--- src/rtl/urv_iram_loader.sv ---
// Loads a byte stream into instruction RAM, little-endian word assembly,
// with optional read-back verification of every written word.
`timescale 1ns/1ps
module urv_iram_loader #(
    parameter int unsigned g_size   = 65536,
    parameter int unsigned g_verify = 1
) (
    input  logic        clk_i,
    input  logic        rst_i,
    input  logic        start_i,
    input  logic [31:0] base_addr_i,
    input  logic [31:0] len_i,
    input  logic        abort_i,
    input  logic [7:0]  byte_i,
    input  logic        byte_valid_i,
    output logic        byte_ready_o,
    output logic        ram_en_o,
    output logic        ram_we_o,
    output logic [31:0] ram_addr_o,
    output logic [3:0]  ram_bwe_o,
    output logic [31:0] ram_d_o,
    input  logic [31:0] ram_q_i,
    output logic        busy_o,
    output logic        done_o,
    output logic        error_o,
    output logic [31:0] err_addr_o
);

    typedef enum logic [2:0] {
        S_IDLE,
        S_COLLECT,
        S_WRITE,
        S_READ,
        S_CHECK,
        S_DONE
    } state_t;

    localparam logic [31:0] ADDR_MASK = 32'(g_size - 1);

    state_t      state_q, state_d;
    logic [31:0] base_q;
    logic [31:0] len_q;
    logic [31:0] idx_q;
    logic [31:0] word_q;
    logic [1:0]  bcnt_q;
    logic        error_q;
    logic [31:0] err_addr_q;

    logic [31:0] cur_addr;
    logic [31:0] idx_next;
    logic        last_word;
    logic        mismatch;

    assign cur_addr  = (base_q + (idx_q << 2)) & ADDR_MASK;
    assign idx_next  = idx_q + 32'd1;
    assign last_word = (idx_next == len_q);
    assign mismatch  = (ram_q_i != word_q);

    // State register
    always_ff @(posedge clk_i or posedge rst_i) begin
        if (rst_i) begin
            state_q <= S_IDLE;
        end else begin
            state_q <= state_d;
        end
    end

    // Next-state logic; abort overrides every other transition
    always_comb begin
        state_d = state_q;
        if (state_q != S_IDLE && abort_i) begin
            state_d = S_IDLE;
        end else begin
            unique case (state_q)
                S_IDLE: begin
                    if (start_i) begin
                        state_d = (len_i == 32'd0) ? S_DONE : S_COLLECT;
                    end
                end
                S_COLLECT: begin
                    if (byte_valid_i && bcnt_q == 2'd3) begin
                        state_d = S_WRITE;
                    end
                end
                S_WRITE: begin
                    if (g_verify != 0) begin
                        state_d = S_READ;
                    end else begin
                        state_d = last_word ? S_DONE : S_COLLECT;
                    end
                end
                S_READ: begin
                    state_d = S_CHECK;
                end
                S_CHECK: begin
                    if (mismatch || last_word) begin
                        state_d = S_DONE;
                    end else begin
                        state_d = S_COLLECT;
                    end
                end
                S_DONE: begin
                    state_d = S_IDLE;
                end
                default: begin
                    state_d = S_IDLE;
                end
            endcase
        end
    end

    // Load context, byte assembly, word index and sticky error capture
    always_ff @(posedge clk_i or posedge rst_i) begin
        if (rst_i) begin
            base_q     <= '0;
            len_q      <= '0;
            idx_q      <= '0;
            word_q     <= '0;
            bcnt_q     <= '0;
            error_q    <= 1'b0;
            err_addr_q <= '0;
        end else if (state_q == S_IDLE) begin
            if (start_i) begin
                base_q  <= base_addr_i & 32'hFFFF_FFFC;
                len_q   <= len_i;
                idx_q   <= '0;
                bcnt_q  <= '0;
                error_q <= 1'b0;
                if (len_i != 32'd0) begin
                    err_addr_q <= '0;
                end
            end
        end else if (!abort_i) begin
            if (state_q == S_COLLECT && byte_valid_i) begin
                word_q[{bcnt_q, 3'b000} +: 8] <= byte_i;
                bcnt_q <= bcnt_q + 2'd1;
            end
            if (state_q == S_WRITE && g_verify == 0) begin
                idx_q <= idx_next;
            end
            if (state_q == S_CHECK) begin
                if (mismatch) begin
                    error_q    <= 1'b1;
                    err_addr_q <= cur_addr;
                end else begin
                    idx_q <= idx_next;
                end
            end
        end
    end

    // Outputs decoded from the current state only
    always_comb begin
        byte_ready_o = 1'b0;
        ram_en_o     = 1'b0;
        ram_we_o     = 1'b0;
        ram_bwe_o    = 4'h0;
        ram_addr_o   = '0;
        ram_d_o      = '0;
        busy_o       = (state_q != S_IDLE);
        done_o       = 1'b0;
        unique case (state_q)
            S_COLLECT: byte_ready_o = 1'b1;
            S_WRITE: begin
                ram_en_o   = 1'b1;
                ram_we_o   = 1'b1;
                ram_bwe_o  = 4'hF;
                ram_addr_o = cur_addr;
                ram_d_o    = word_q;
            end
            S_READ: begin
                ram_en_o   = 1'b1;
                ram_addr_o = cur_addr;
            end
            S_DONE:  done_o = 1'b1;
            default: ;
        endcase
    end

    assign error_o    = error_q;
    assign err_addr_o = err_addr_q;

endmodule

--- config.mk ---
export PLATFORM = sky130hd
export DESIGN_NAME = urv_iram_loader
export DESIGN_NICKNAME = d
export VERILOG_FILES = /design/src/rtl/urv_iram_loader.sv
export SDC_FILE = /design/constraint.sdc
export NUM_CORES = 1
export LEC_CHECK = 0
export ABC_AREA = 1
export CELL_PAD_IN_SITES_DETAIL_PLACEMENT = 1
export CELL_PAD_IN_SITES_GLOBAL_PLACEMENT = 2
export CORE_MARGIN = 2
export CORE_UTILIZATION = 24
export DETAILED_ROUTE_END_ITERATION = 10
export PLACE_DENSITY_LB_ADDON = 0.1
export SETUP_SLACK_MARGIN = 0.1
export SLEW_MARGIN = 20
export SYNTH_ARGS = -nofsm -noshare
export SYNTH_HDL_FRONTEND = slang
export SYNTH_SLANG_ARGS = --single-unit
--- constraint.sdc ---
create_clock -name clk_i -period 4.4 [get_ports clk_i]
set_clock_uncertainty 0.2 [all_clocks]
set_input_delay 0.88 -clock clk_i [delete_from_list [all_inputs] [get_ports clk_i]]
set_output_delay 0.88 -clock clk_i [all_outputs]
set_load 0.02 [all_outputs]
==> summary.json <==
{
  "timing.final.crit_share_pct": 93.70,
  "synth_top_family_by_area": "simple AND/OR/NAND/NOR gates",
  "yosys.area_share.xor_xnor_pct": 4.680,
  "dp_slack_ns": 0.5491,
  "outcome": "finished, final reports clean",
  "switching_share_pct": 39.92,
  "grt_max_degree": 131,
  "final_cell_area_mm2": 0.01111,
  "cp.required_ns": 3.32,
  "critPathCapture": "ram_addr_o[13]",
  "synthesis.area_per_instance_um2": 7.064,
  "worst_slew_pin_slew_ns": 0.9803,
  "clk_path_buf_depth": 2,
  "count_of_buffering_cells_on_the_critical_path_with_inverters_included": 2,
  "first_global_vias": 8172,
  "detail_route.iter0.violations": 266,
  "synth_cells": 1196,
  "postCtsSetupBuffers": 0,
  "crit_chain": "ha_2, nand2_1, inv_1, nand4_1, o211ai_1, a31oi_2, o21ai_1, xor2_1, and2_1, clkdlybuf4s50_1",
  "track_usage_pct": 16.23,
  "cts.clk_slew.worst_paths_ns": 0.06,
  "clockRootBuffer": "sky130_fd_sc_hd__clkbuf_16",
  "async_reset_ff_share_pct": 100.0,
  "finish.net_count": 1484,
  "grt_pass1_wl_um": 45600,
  "postPlaceCellArea_mm2": 0.01046,
  "adder_cell_share_of_the_synthesized_area_pct": 3.051,
  "io_buffer_count": 160,
  "htree_levels": 4,
  "clkLatencyLatePin_ns": 0.43,
  "routed_via_density": 4.339,
  "crit_slowest_cell": "sky130_fd_sc_hd__clkdlybuf4s50_1",
  "timing.setup.tns_ns": 0,
  "timing.critical_path.max_delay_family": "buffers and inverters",
  "mappedNetlistArea_mm2": 0.008448,
  "detail_route.drc_violations": 0,
  "endpoint_class_of_the_critical_path": "output port",
  "worst-endpoint-arrival_ns": 3.04,
  "final_hold_violation_count": 0,
  "routed_wire_length_per_instance_um": 15.68,
  "cts-hold-fix-buffers": 0,
  "numClockSinks": 130,
  "synth_simple_gate_area_share_pct": 33.46,
  "max_cap_violations": 0,
  "num_rows": 68,
  "critical_path_peak_fanout": 5,
  "synth-edff-count": 0,
  "post_route_setup_slack_ns": 0.2772,
  "finalCriticalPeriod_ns": 4.123,
  "timing.fmax_ghz": 0.2426,
  "launch_point_of_the_worst_reg_to_reg_path": "word_q[4]",
  "synthesis_warnings": 0,
  "min-delay-path-class": "reg2reg",
  "antenna_violations_before_repair": 1,
  "detail_route.first_pass.iterations": 6,
  "setup.worst_path.start": "idx_q[5]",
  "p_int_w": 0.003527,
  "synth-compound-area-share_pct": 8.516,
  "reg2reg_to": "idx_q[0]",
  "timing_max_transition_violations_final": 0,
  "postRouteAntennaNets": 0,
  "ys_seq_area_share_pct": 38.51,
  "fin_hold_ws_ns": 0.2782,
  "power_density_mw_per_mm2": 528.2,
  "final_estimated_routing_congestion_in_global_placement": 0.7721,
  "r2r_slack_ns": 1.55,
  "area_delta_synth_final_pct": 31.56,
  "mux_cell_area_share_after_synthesis_pct": 0,
  "grt_overflow_total": 0,
  "via_count": 7914,
  "tritoncts_clock_tree": "built",
  "layout-drive-gt1-share_pct": 6.871,
  "dp.final_hpwl_um": 21470,
  "cts-buffers-inserted": 17,
  "ys_types": 46,
  "power.switching_w": 0.002344,
  "ff2ff_path_depth": 11,
  "rsz0062_at_grt": "true",
  "die_h_um": 191.6,
  "critPathKind": "reg2out",
  "die_w_um": 191.6,
  "max_stage_delay_ns": 0.59,
  "worst_slew_margin_rel_pct": 34.41,
  "num_io_pins": 215,
  "yosys_most_used_dff": "sky130_fd_sc_hd__dfrtp_1",
  "p_clk_share_pct": 26.5,
  "design.die.area_mm2": 0.03672,
  "max-vdd-ir-drop_mv": 0.2723,
  "synth-seq-cells": 130,
  "detailed_route_wl_um": 28600,
  "fill_cells": 4266,
  "p_leak_nw": 5.098,
  "power_frac_seq_pct": 31.7,
  "path_depth": 10,
  "p_comb_share_pct": 41.8,
  "design.core.area_mm2": 0.03463,
  "startpoint_type": "flop",
  "initial_utilization_pct": 24.40,
  "setup_viol": 0
}
## area by class of cell
| class | instances | area (um2) | area share (%) |
|---|---|---|---|
| Tap cell | 455 | 569.3 | 5.122 |
| Inverter | 148 | 559.3 | 5.032 |
| Multi-Input combinational cell | 884 | 4363 | 39.25 |
| Clock buffer | 22 | 474.2 | 4.267 |
| Timing Repair Buffer | 174 | 1737 | 15.63 |
| Antenna cell | 1 | 2.502 | 0.02251 |
| Clock inverter | 10 | 155.1 | 1.396 |
| Sequential cell | 130 | 3254 | 29.28 |
## flip-flops by register name (all words and copies together), names as in the netlist
| name | cells |
|---|---|
| idx_q | 32 |
| err_addr_o | 14 |
| len_q | 32 |
| base_q | 14 |
| bcnt_q | 2 |
| error_o | 1 |
| word_q | 32 |
| state_q | 3 |
## metrics by stage
| stage | util, % | total power [W] | instances |
|---|---|---|---|
| floorplan | - | 0.003457 | 1231 |
| global placement | 30.19 | 0.004350 | 1791 |
| detailed placement | 30.19 | 0.004376 | 1791 |
| CTS | 32.01 | 0.005993 | 1823 |
| global route | 32.09 | 0.006408 | 1823 |
| finish | 32.10 | 0.005871 | 1824 |
## power groups by stage
| stage | logic, W | clock network, W | registers (W) |
|---|---|---|---|
| 2_1_floorplan | 0.00158 | 0 | 0.00188 |
| 3_3_place_gp | 0.00247 | 0 | 0.00188 |
| 3_5_place_dp | 0.00249 | 0 | 0.00188 |
| 4_1_cts | 0.00251 | 0.00162 | 0.00186 |
| 5_1_grt | 0.00282 | 0.00167 | 0.00193 |
| 6_report | 0.00245 | 0.00155 | 0.00186 |
## synthesized netlist by cell type, types with 2 or more instances
master / count / area share [%]
sky130_fd_sc_hd__inv_2: 5 / 0.22
sky130_fd_sc_hd__or2_0: 2 / 0.15
sky130_fd_sc_hd__nor2_2: 8 / 0.59
sky130_fd_sc_hd__and2_1: 2 / 0.15
sky130_fd_sc_hd__nor2_4: 6 / 0.80
sky130_fd_sc_hd__a21oi_1: 16 / 0.95
sky130_fd_sc_hd__ha_1: 19 / 2.8
sky130_fd_sc_hd__o211ai_1: 2 / 0.18
sky130_fd_sc_hd__or2_2: 7 / 0.52
sky130_fd_sc_hd__buf_1: 3 / 0.13
sky130_fd_sc_hd__nor3_1: 7 / 0.41
sky130_fd_sc_hd__a211oi_1: 2 / 0.18
sky130_fd_sc_hd__buf_4: 45 / 4.0
sky130_fd_sc_hd__nand2_2: 9 / 0.67
sky130_fd_sc_hd__xor2_1: 30 / 3.1
sky130_fd_sc_hd__dfrtp_1: 130 / 39
sky130_fd_sc_hd__clkbuf_1: 19 / 0.84
sky130_fd_sc_hd__nor3_2: 2 / 0.24
sky130_fd_sc_hd__nand3_1: 102 / 6.0
sky130_fd_sc_hd__nand3_2: 2 / 0.24
sky130_fd_sc_hd__o21ai_1: 10 / 0.59
sky130_fd_sc_hd__nor4_1: 9 / 0.67
sky130_fd_sc_hd__nand2_1: 328 / 15
sky130_fd_sc_hd__inv_1: 142 / 6.3
sky130_fd_sc_hd__nand4_1: 23 / 1.7
sky130_fd_sc_hd__nor2_1: 134 / 6.0
sky130_fd_sc_hd__o22ai_1: 4 / 0.30
sky130_fd_sc_hd__xnor2_1: 12 / 1.2
sky130_fd_sc_hd__o21ai_0: 99 / 5.9
## worst min-delay path by stage
| stage | end | slack [ns] | cells after the start | start |
|---|---|---|---|---|
| after floorplan | len_q[9] | 0.24 | 2 | len_q[9] |
| after global placement | len_q[9] | 0.26 | 2 | len_q[9] |
| after detailed placement | len_q[9] | 0.26 | 2 | len_q[9] |
| after CTS | len_q[9] | 0.28 | 2 | len_q[9] |
| after global routing | base_q[6] | 0.31 | 2 | base_q[6] |
| final | len_q[9] | 0.28 | 2 | len_q[9] |
## repair_timing
action,CTS,global route
endpoints found under the setup margin,1,5
gates resized for setup,0,8
gates cloned,0,0
## worst register-to-register path, cell delays in order (launching register included)
cell	delay, ns
sky130_fd_sc_hd__dfrtp_1	0.36
sky130_fd_sc_hd__inv_1	0.13
sky130_fd_sc_hd__or2_2	0.13
sky130_fd_sc_hd__nand3_1	0.07
sky130_fd_sc_hd__nor4_1	0.35
sky130_fd_sc_hd__nand3_1	0.22
sky130_fd_sc_hd__nor3_2	0.38
sky130_fd_sc_hd__nor2_1	0.19
sky130_fd_sc_hd__nor2_1	0.13
sky130_fd_sc_hd__buf_4	0.37
sky130_fd_sc_hd__nand2_1	0.10
sky130_fd_sc_hd__o21a_1	0.12
## layout by cell type, fill, tap and decap left out, types with 8 or more instances in the layout
master,count
sky130_fd_sc_hd__a21oi_1,16
sky130_fd_sc_hd__buf_4,12
sky130_fd_sc_hd__clkbuf_16,17
sky130_fd_sc_hd__clkdlybuf4s50_1,158
sky130_fd_sc_hd__conb_1,36
sky130_fd_sc_hd__dfrtp_1,129
sky130_fd_sc_hd__ha_1,17
sky130_fd_sc_hd__inv_1,141
sky130_fd_sc_hd__nand2_1,328
sky130_fd_sc_hd__nand2_2,9
sky130_fd_sc_hd__nand3_1,102
sky130_fd_sc_hd__nand4_1,23
sky130_fd_sc_hd__nor2_1,133
sky130_fd_sc_hd__nor2_2,8
sky130_fd_sc_hd__nor4_1,9
sky130_fd_sc_hd__o21ai_0,97
sky130_fd_sc_hd__o21ai_1,12
sky130_fd_sc_hd__xnor2_1,12
sky130_fd_sc_hd__xor2_1,30
## per-layer routing
metal / up-vias / wire length [um] / GRT usage, %
li1: 4051 / - / -
met1: 3718 / 14480 / 22.57
met2: 132 / 12940 / 26.01
met3: 13 / 901 / 3.051
met4: 0 / 282 / 3.698
met5: - / 0 / 0
## kinds of logic (layout without fill, tap and decap cells)
group                    Yosys count  in the layout
buffers and inverters            217            354
XOR/XNOR                          43             43
AND/OR/NAND/NOR                  647            647
other                              1             37
adder cells (fa/ha/maj)           20             20
flip-flops                       130            130
AO/OA/AOI/OAI                    138            138
(Power assumes the default switching activity.)
